## src/rtl/cfar_detector_pkg.sv

```systemverilog
// Shared constants and types for the cell-averaging CFAR detector.
package cfar_detector_pkg;

   localparam int PW          = 48;   // accumulated power word width
   localparam int N_BIN       = 512;  // range bins per frame
   localparam int G           = 2;    // guard cells per side
   localparam int R           = 8;    // reference cells per side (power of two)
   localparam int ALPHA_W     = 8;    // threshold multiplier width
   localparam int ALPHA_SHIFT = 4;    // fractional bits of alpha

   localparam int BIN_W   = $clog2(N_BIN);
   localparam int R_LOG2  = $clog2(R);
   localparam int SUM_W   = PW + R_LOG2;        // one-sided window sum
   localparam int NSUM_W  = SUM_W + 1;          // lag+lead or doubled side
   localparam int MEAN_SH = R_LOG2 + 1;         // divide by 2R
   localparam int PROD_W  = NSUM_W + ALPHA_W;   // full-width mean*alpha
   localparam int L_LEN   = 2 * (G + R) + 1;    // delay line length
   localparam int CUT_IDX = G + R;              // centre cell of the line

   typedef enum logic [1:0] {
      ST_IDLE,
      ST_FILL,
      ST_RUN,
      ST_FLUSH
   } state_e;

endpackage

```

## src/rtl/cfar_detector_window_sum.sv

```systemverilog
// Delay line with incrementally maintained lag and lead reference sums.
// Exposes the post-advance (next-state) CUT and sums so the top can
// register a result in the same cycle the window moves.
module cfar_detector_window_sum
   import cfar_detector_pkg::*;
(
   input  logic             clk,
   input  logic             rst_n,
   input  logic             clear_i,
   input  logic             adv_i,
   input  logic [PW-1:0]    din_i,
   output logic [PW-1:0]    cut_nxt_o,
   output logic [SUM_W-1:0] lag_nxt_o,
   output logic [SUM_W-1:0] lead_nxt_o
);

   logic [PW-1:0]    line_q [L_LEN];
   logic [PW-1:0]    line_d [L_LEN];
   logic [PW-1:0]    base   [L_LEN];
   logic [SUM_W-1:0] lag_q, lag_d, lag_b;
   logic [SUM_W-1:0] lead_q, lead_d, lead_b;

   // Clear (frame restart) first, then optionally shift one cell; the sums
   // gain the cell entering each side and lose the one leaving it.
   always_comb begin
      for (int i = 0; i < L_LEN; i++) begin
         base[i] = clear_i ? '0 : line_q[i];
      end
      lag_b  = clear_i ? '0 : lag_q;
      lead_b = clear_i ? '0 : lead_q;
      line_d = base;
      lag_d  = lag_b;
      lead_d = lead_b;
      if (adv_i) begin
         line_d[0] = din_i;
         for (int i = 1; i < L_LEN; i++) begin
            line_d[i] = base[i-1];
         end
         lead_d = lead_b + SUM_W'(din_i) - SUM_W'(base[R-1]);
         lag_d  = lag_b + SUM_W'(base[CUT_IDX+G]) - SUM_W'(base[L_LEN-1]);
      end
   end

   // Window state; cleared cells read as zero so missing edge bins add nothing.
   always_ff @(posedge clk or negedge rst_n) begin
      if (!rst_n) begin
         for (int i = 0; i < L_LEN; i++) begin
            line_q[i] <= '0;
         end
         lag_q  <= '0;
         lead_q <= '0;
      end else begin
         line_q <= line_d;
         lag_q  <= lag_d;
         lead_q <= lead_d;
      end
   end

   assign cut_nxt_o  = line_d[CUT_IDX];
   assign lag_nxt_o  = lag_d;
   assign lead_nxt_o = lead_d;

endmodule

```

## src/rtl/cfar_detector.sv

```systemverilog
// Cell-averaging CFAR detector: frame FSM, adaptive threshold and compare.
module cfar_detector
   import cfar_detector_pkg::*;
(
   input  logic               clk,
   input  logic               rst_n,
   input  logic               frame_start,
   input  logic [PW-1:0]      pwr_in,
   input  logic               pwr_valid,
   output logic               in_ready,
   input  logic [ALPHA_W-1:0] alpha,
   output logic               det_valid,
   output logic               det_flag,
   output logic [BIN_W-1:0]   det_bin,
   output logic [PW-1:0]      det_pwr,
   output logic [PW-1:0]      det_thresh,
   output logic               frame_done
);

   state_e             state_q;
   logic [BIN_W-1:0]   in_cnt_q;
   logic [BIN_W-1:0]   out_bin_q;
   logic [ALPHA_W-1:0] alpha_q;

   logic               det_valid_q, det_flag_q, frame_done_q;
   logic [BIN_W-1:0]   det_bin_q;
   logic [PW-1:0]      det_pwr_q, det_thresh_q;

   logic               accept, clear, adv, emit;
   logic [PW-1:0]      din;
   logic [PW-1:0]      cut_nxt;
   logic [SUM_W-1:0]   lag_nxt, lead_nxt;

   logic               lag_inc, lead_inc, cut_gt;
   logic [NSUM_W-1:0]  noise_sum, mean;
   logic [PROD_W-1:0]  prod, thr_full;

   // Clamp a full-width threshold to the output word.
   function automatic logic [PW-1:0] sat_thresh(input logic [PROD_W-1:0] v);
      if (|v[PROD_W-1:PW]) begin
         return '1;
      end
      return v[PW-1:0];
   endfunction

   cfar_detector_window_sum u_win (
      .clk        (clk),
      .rst_n      (rst_n),
      .clear_i    (clear),
      .adv_i      (adv),
      .din_i      (din),
      .cut_nxt_o  (cut_nxt),
      .lag_nxt_o  (lag_nxt),
      .lead_nxt_o (lead_nxt)
   );

   // Per-cycle control: when the window advances and whether a CUT is ready.
   always_comb begin
      in_ready = (state_q != ST_FLUSH);
      accept   = pwr_valid && in_ready;
      clear    = frame_start;
      adv      = 1'b0;
      emit     = 1'b0;
      din      = pwr_in;
      if (frame_start) begin
         adv = accept;
      end else begin
         case (state_q)
            ST_FILL, ST_RUN: begin
               adv  = accept;
               emit = accept && (in_cnt_q >= BIN_W'(G + R));
            end
            ST_FLUSH: begin
               adv  = 1'b1;
               emit = 1'b1;
               din  = '0;
            end
            default: ;
         endcase
      end
   end

   // Noise estimate with edge doubling, then scaled threshold and strict compare.
   always_comb begin
      lag_inc  = (out_bin_q < BIN_W'(G + R));
      lead_inc = (out_bin_q > BIN_W'(N_BIN - 1 - G - R));
      if (lag_inc) begin
         noise_sum = {lead_nxt, 1'b0};
      end else if (lead_inc) begin
         noise_sum = {lag_nxt, 1'b0};
      end else begin
         noise_sum = {1'b0, lag_nxt} + {1'b0, lead_nxt};
      end
      mean     = noise_sum >> MEAN_SH;
      prod     = PROD_W'(mean) * PROD_W'(alpha_q);
      thr_full = prod >> ALPHA_SHIFT;
      cut_gt   = (PROD_W'(cut_nxt) > thr_full);
   end

   // Frame FSM, bin counters and registered result outputs.
   always_ff @(posedge clk or negedge rst_n) begin
      if (!rst_n) begin
         state_q      <= ST_IDLE;
         in_cnt_q     <= '0;
         out_bin_q    <= '0;
         alpha_q      <= '0;
         det_valid_q  <= 1'b0;
         det_flag_q   <= 1'b0;
         det_bin_q    <= '0;
         det_pwr_q    <= '0;
         det_thresh_q <= '0;
         frame_done_q <= 1'b0;
      end else begin
         det_valid_q  <= emit;
         frame_done_q <= emit && (out_bin_q == BIN_W'(N_BIN - 1));
         if (emit) begin
            det_bin_q    <= out_bin_q;
            det_pwr_q    <= cut_nxt;
            det_thresh_q <= sat_thresh(thr_full);
            det_flag_q   <= cut_gt;
            out_bin_q    <= out_bin_q + 1'b1;
         end
         if (frame_start) begin
            state_q   <= ST_FILL;
            alpha_q   <= alpha;
            in_cnt_q  <= accept ? BIN_W'(1) : '0;
            out_bin_q <= '0;
         end else begin
            case (state_q)
               ST_FILL: begin
                  if (accept) begin
                     in_cnt_q <= in_cnt_q + 1'b1;
                     if (in_cnt_q == BIN_W'(G + R)) begin
                        state_q <= ST_RUN;
                     end
                  end
               end
               ST_RUN: begin
                  if (accept) begin
                     in_cnt_q <= in_cnt_q + 1'b1;
                     if (in_cnt_q == BIN_W'(N_BIN - 1)) begin
                        state_q <= ST_FLUSH;
                     end
                  end
               end
               ST_FLUSH: begin
                  if (out_bin_q == BIN_W'(N_BIN - 1)) begin
                     state_q <= ST_IDLE;
                  end
               end
               default: ;
            endcase
         end
      end
   end

   assign det_valid  = det_valid_q;
   assign det_flag   = det_flag_q;
   assign det_bin    = det_bin_q;
   assign det_pwr    = det_pwr_q;
   assign det_thresh = det_thresh_q;
   assign frame_done = frame_done_q;

endmodule

```

## config.mk

```make
export PLATFORM = sky130hd
export DESIGN_NAME = cfar_detector
export DESIGN_NICKNAME = d
export VERILOG_FILES = /design/src/rtl/cfar_detector_pkg.sv /design/src/rtl/cfar_detector_window_sum.sv /design/src/rtl/cfar_detector.sv
export SDC_FILE = /design/constraint.sdc
export NUM_CORES = 2
export LEC_CHECK = 0
export CAP_MARGIN = 20
export CORE_AREA = 5 5 529 426
export CTS_CLUSTER_DIAMETER = 150
export DETAILED_ROUTE_END_ITERATION = 10
export DIE_AREA = 0 0 534 431
export GPL_TIMING_DRIVEN = 0
export PLACE_DENSITY = 0.49
export SYNTH_ARGS = -nofsm -noshare
export SYNTH_HDL_FRONTEND = slang
export SYNTH_HIERARCHICAL = 1
export SYNTH_SLANG_ARGS = --single-unit
```

## constraint.sdc

```tcl
create_clock -name clk -period 23.7 [get_ports clk]
set_input_delay 2.37 -clock clk [delete_from_list [all_inputs] [get_ports clk]]
set_output_delay 2.37 -clock clk [all_outputs]
set_load 0.01 [all_outputs]
```

======== After elaboration in Yosys (flattened, before gate mapping) ========
Index checks and enable logic that the tools add are counted.
word-level totals
  flip-flop bits (word level) ............. 1246
  input port bits ......................... 60
  output and inout port bits .............. 109
  logic and storage cells ................. 119
operators by class
  add/subtract/negate cells ............... 7
  multipliers ............................. 1
  magnitude comparators ................... 4
  equality and inequality tests ........... 12
  muxes and demuxes ....................... 51
  reductions and logical operators ........ 11
operators by type and width
  kind                 number
  $mux 48              25
  $mux 1008            1
  $mux 51              4
  $mux 52              2
  $add 51x48->51       2
  $sub 51x48->51       2
  $mul 48x8->56        1
  $add 51x51->52       1
  $gt 48x52->1         1
  $mux 9               5
  $add 9x1->9 const B  2
  $eq 9x9->1 const B   2
  $ne 3x3->1 const B   5
  $mux 2               6
  $eq 9x4->1 const B   1
  $ge 9x4->1 const B   1
  $gt 9x9->1 const B   1
  $lt 9x4->1 const B   1
  $reduce_or 8->1      1
  $pmux 2 s3           1
  $reduce_and 6->1     1
  $reduce_bool 2->1    3
  $mux 1               5
  $eq 2x2->1 const B   2
  7 further kinds      10

======== Logic depth before layout (Yosys ltp) ========
  word-level depth ........................ 14
  depth in mapped cells ................... 61
  depth with buffers taken out ............ 57

======== Cells and area by module ========
Netlist, hierarchy kept.
modules (own cells, without submodules)
  module                    times used  cells each  area each (um^2)  sequential area each (um^2)
  cfar_detector_window_sum  1           5006        53627.7           27776.6
  cfar_detector             1           2699        22803.1           3403.3

======== Worst setup path after synthesis ========
OpenSTA, ideal clock, no wires.
  path kind ............................... input to register
  from .................................... input port frame_start
  to ...................................... register det_flag_q, in the netlist det_flag
  arrival ................................. 14.017 ns
  path slack .............................. 9.561 ns
  stages .................................. 51
  path buffers ............................ 6
  cell sequence ........................... clkbuf_1 > inv_1 > clkbuf_1 > clkbuf_1 > clkbuf_1 > nand2_1 > fa_1 > inv_1 > ha_1 > clkbuf_1 > a21oi_1 > o21ai_1 > a221o_1 > a31o_2 > a31oi_1 > o21ai_1 > xor2_1 > nand2_1 > (+15 left out) > inv_1 > fa_1 > inv_1 > ha_1 > clkbuf_1 > nand2_1 > nor2_1 > a211o_1 > a221o_1 > or3b_2 > o21ai_0 > xor2_1 > ha_1 > nand4_1 > or4_1 > o21ai_0 > a21oi_1 > a32o_1
on the way
  longest elaborated chain between the ends .. 9
  elaborated cells between the ends (all ways) .. 22
  classes of those cells .................. add/sub (5); mul (1); order compare (1); mux (15)
ends and longest elaborated chain
  item                                line                                                            text
  start, declared                     cfar_detector.sv:7                                              input logic frame_start,
  $mux 51 or $mux 48 (tied branches)  cfar_detector_window_sum.sv:29, cfar_detector_window_sum.sv:27
  $add 51x48->51                      cfar_detector_window_sum.sv:40                                  lag_d = lag_b + SUM_W'(base[CUT_IDX+G]) - SUM_W'(base[L_LEN-1]);
  $sub 51x48->51                      cfar_detector_window_sum.sv:40
  $mux 51 (*)                         cfar_detector_window_sum.sv:34                                  if (adv_i) begin
  via lag_nxt[25]                     cfar_detector.sv:32                                             logic [SUM_W-1:0] lag_nxt, lead_nxt;
  $add 51x51->52                      cfar_detector.sv:92                                             noise_sum = {1'b0, lag_nxt} + {1'b0, lead_nxt};
  $mux 52 (*)                         cfar_detector.sv:89                                             end else if (lead_inc) begin
  $mux 52 (*)                         cfar_detector.sv:87                                             if (lag_inc) begin
  $mul 48x8->56 (*)                   cfar_detector.sv:95                                             prod = PROD_W'(mean) * PROD_W'(alpha_q);
  $gt 48x52->1 (*)                    cfar_detector.sv:97                                             cut_gt = (PROD_W'(cut_nxt) > thr_full);
  end signal, assigned                cfar_detector.sv:120                                            det_flag_q <= cut_gt;
  end, declared                       cfar_detector.sv:25                                             logic det_valid_q, det_flag_q, frame_done_q;
Mark *: on every way through the listed nets, which the timed path passes. The rest lies on a longest branch.
A chain may end at the register's enable or synchronous reset.

======== Final worst setup path ========
Ends and elaborated chain as after synthesis.

==> summary.txt <==
Status
  • Status: finished, final reports clean

Die
  • Die Y: roughly 430 um
  • Starting Density: 0.348
  • I/O pin count: approximately 170
  • Core ar.: between 200000 and 250000 um^2
  • Die area: ~230000 um^2
  • Die W: between 500 and 600 um
  • Rows: between 150 and 200

Setup path
  • Max FO, Critical Path: 10
  • CP max stage cell: a31oi_1
  • Critical Path AT: around 19 ns
  • Buffers & Inverters on Critical Path: 9
  • Worst Setup End Kind: flop
  • Startpoint Class: input pin
  • WP data required: between 20 and 25 ns
  • Peak per-stage delay on the critical path: roughly 0.93 ns
  • Crit path top cell by count: o21ai_0
  • Cell family with most CP delay: compound AO/OA/AOI/OAI gates
  • Critical setup path kind: input pin to flop

Yosys
  • Asr flop ratio synth: 1.00
  • Syn Inst Count: slightly below 8k
  • Sequential-to-total area share from yosys stat: 0.408
  • Syn Area/Cell: 9.92 um^2
  • Synth Cell Area: around 76000 um^2
  • Netlist cell types: 95
  • Yosys warns: 6
  • #FFs+latches synth: 1246
  • EDFF count, synth: 0
  • Syn nets: roughly 8.4k
  • Synth Flop Type: dfrtp_1

Global route
  • Vias in the first global route: about 58k
  • Largest net degree at the start of global routing: around 170
  • Tot GR Track Use: 0.243
  • Initial antenna violation count: 15
  • Congestion Overflow GR: 0
  • First-pass GRT wire length: a little over 400000 um

Clocking
  • Hold Buf Count CTS: 0
  • Post-CTS resize count: 0
  • Root buffer cell: clkbuf_16
  • TritonCTS clock tree: done
  • Total clock sinks: between 1k and 1.5k
  • Clk_lat worst skew: roughly 0.8 ns
  • Clk buf depth: 3
  • Htree depth: 4
  • Reg clk slew, reported paths: 0.06 ns
  • Post-CTS setup buffers: 0
  • Number of CTS-inserted buffers: roughly 140

Detailed routing
  • Residual DRC: 0
  • Pre-antenna DRT Iters: 6
  • Initial DRC Count: between 5k and 6k
  • Via-to-Cell Ratio: 5.28
  • Post-DR wirelength/cell: 25.6 um
  • Routed vias: 58.5k
  • Final antenna-violating net count: 0
  • WL final: 283000 um

Timing
  • # setup viols final: 0
  • Fmax: approximately 55 MHz
  • Tcrit/Tclk final: 0.763
  • Post-Route Skew: approximately 0.042 ns
  • Fin. Hold Viols: 0
  • Setup tns final: 0 ns
  • Final min period: around 18 ns
  • RSZ-0062 raised after global routing: false
  • Final slew viol count: 0
  • Worst-margin pin slew: 1.48 ns
  • Headroom to the max-slew limit: 0.0159

Place
  • Placer Congestion: roughly 0.94
  • Dpl hpwl: about 230000 um
  • Port Buffer Count: between 150 and 200

Pwr
  • Max VDD drop: between 200 and 300 uV
  • Leakage power: between 40 and 50 nW
  • Total power draw: between 10 and 15 mW
  • Pwr per Cell Area: 162 nW/um^2

Layout
  • Commonest non-fill, non-tap cell in the layout: dfrtp_1
  • Share of cells above drive strength 1: 0.0558
  • Commonest cells after routing, fill and taps aside: dfrtp_1, nor2_1, mux2i_1, inv_1, nand2_1
  • Synthesis-to-layout area growth: 14.4%
  • Nets: approximately 8.8k

Job
  • Max-cap violations: 0

Worst hold path
  • Hold Crit Class: flop to flop
[cell type report]
type / instances / area [um^2]
antenna: 13 / 32.5
buffer: 475 / 2020
clock buffer: 203 / 4180
clock inverter: 53 / 767
fill: 21900 / 132000
inverter: 590 / 2210
multi-input combinational: 5394 / 41100
sequential: 1246 / 31200
tap: 2886 / 3610
timing repair buffer: 207 / 2310
[worst reg2reg max path: cells and delay by family (launching register included)]
| family | cells | cell delay (ns) |
|---|---|---|
| xor gates and xnor gates | 2 | 0.58 |
| adders and majority gates | 10 | 4.45 |
| and+or+nand+nor | 13 | 3.56 |
| AOI/OAI and AO/OA | 19 | 5.10 |
| buffers and inverters | 7 | 1.40 |
| muxes | 1 | 0.86 |
| DFF | 1 | 0.42 |
[kinds of logic (layout without fill, tap and decap cells)]
group	count (synthesis)	count (layout)	synth area share
other	0	13	0
AO/OA/AOI/OAI	1095	1095	0.0944
XOR/XNOR	155	155	0.0179
adder cells (fa/ha/maj)	655	655	0.144
AND/OR/NAND/NOR	2439	2439	0.142
multiplexers	1050	1050	0.138
buffers and inverters	1065	1528	0.0554
flip-flops	1246	1246	0.408
[state kept, by name, indices dropped and copies added (netlist names)]
name          flops
u_win/lead_q     51
u_win/lag_q      51
det_valid         1
out_bin_q         9
alpha_q           8
in_cnt_q          9
det_pwr          48
u_win/line_q   1008
frame_done        1
det_thresh       48
det_flag          1
det_bin           9
state_q           2
[synthesized netlist by cell type, drive strengths merged, types with 40 or more instances]
master | instances | area, um^2
a21o | 140 | 1050
a21oi | 260 | 1320
a22o | 48 | 420
a31oi | 96 | 616
and2 | 205 | 1280
and3 | 64 | 400
buf | 175 | 891
clkbuf | 300 | 1130
dfrtp | 1246 | 31200
fa | 372 | 7450
ha | 283 | 3540
inv | 588 | 2210
mux2 | 56 | 631
mux2i | 994 | 9950
nand2 | 484 | 1820
nand2b | 43 | 269
nand3 | 64 | 320
nand4 | 51 | 319
nor2 | 1243 | 4670
nor2b | 125 | 782
nor3 | 65 | 325
o211ai | 40 | 300
o21ai | 255 | 1280
xnor2 | 87 | 769
xor2 | 68 | 596
[through the flow]
stage           util  worst slack [ns]  area [um^2]  hold WS [ns]  std cells
3_5_place_dp   0.375              5.21        82400         0.484      10800
2_1_floorplan      -              9.56        76400         0.463       7705
6_report       0.398              5.63        87400         0.499      11100
3_3_place_gp   0.372            -38.75        81700         0.478      10800
5_1_grt        0.398              5.07        87400         0.516      11100
4_1_cts        0.398              5.98        87400         0.501      11100
[routing by layer]
layer	vias up	GRT usage	share of wire
met5	-	0	0.000071
met4	2	0.0601	0.026
met3	321	0.0591	0.079
met2	1903	0.353	0.42
met1	29700	0.363	0.48
li1	26600	-	-
[path summary, 6_finish.rpt]
kind | from | to | slack (ns) | cells after the start
worst max-delay path | frame_start | det_flag | 5.63 | 52
worst min-delay path | u_win/line_q[972] | u_win/line_q[972] | 0.50 | 1
worst max register to register | state_q[1] | det_flag | 7.22 | 52
worst min register to register | u_win/line_q[972] | u_win/line_q[972] | 0.50 | 1
max in group asynchronous | rst_n | u_win/line_q[602] | 19.17 | 5
min in group asynchronous | rst_n | u_win/line_q[148] | 1.45 | 1
[where the power goes]
group	total (mW)	internal [mW]	switching, mW
clock	2.33	1.37	0.964
combinational	9.43	3.23	6.20
sequential	2.38	2.28	0.0955
(Power assumes the default switching activity.)
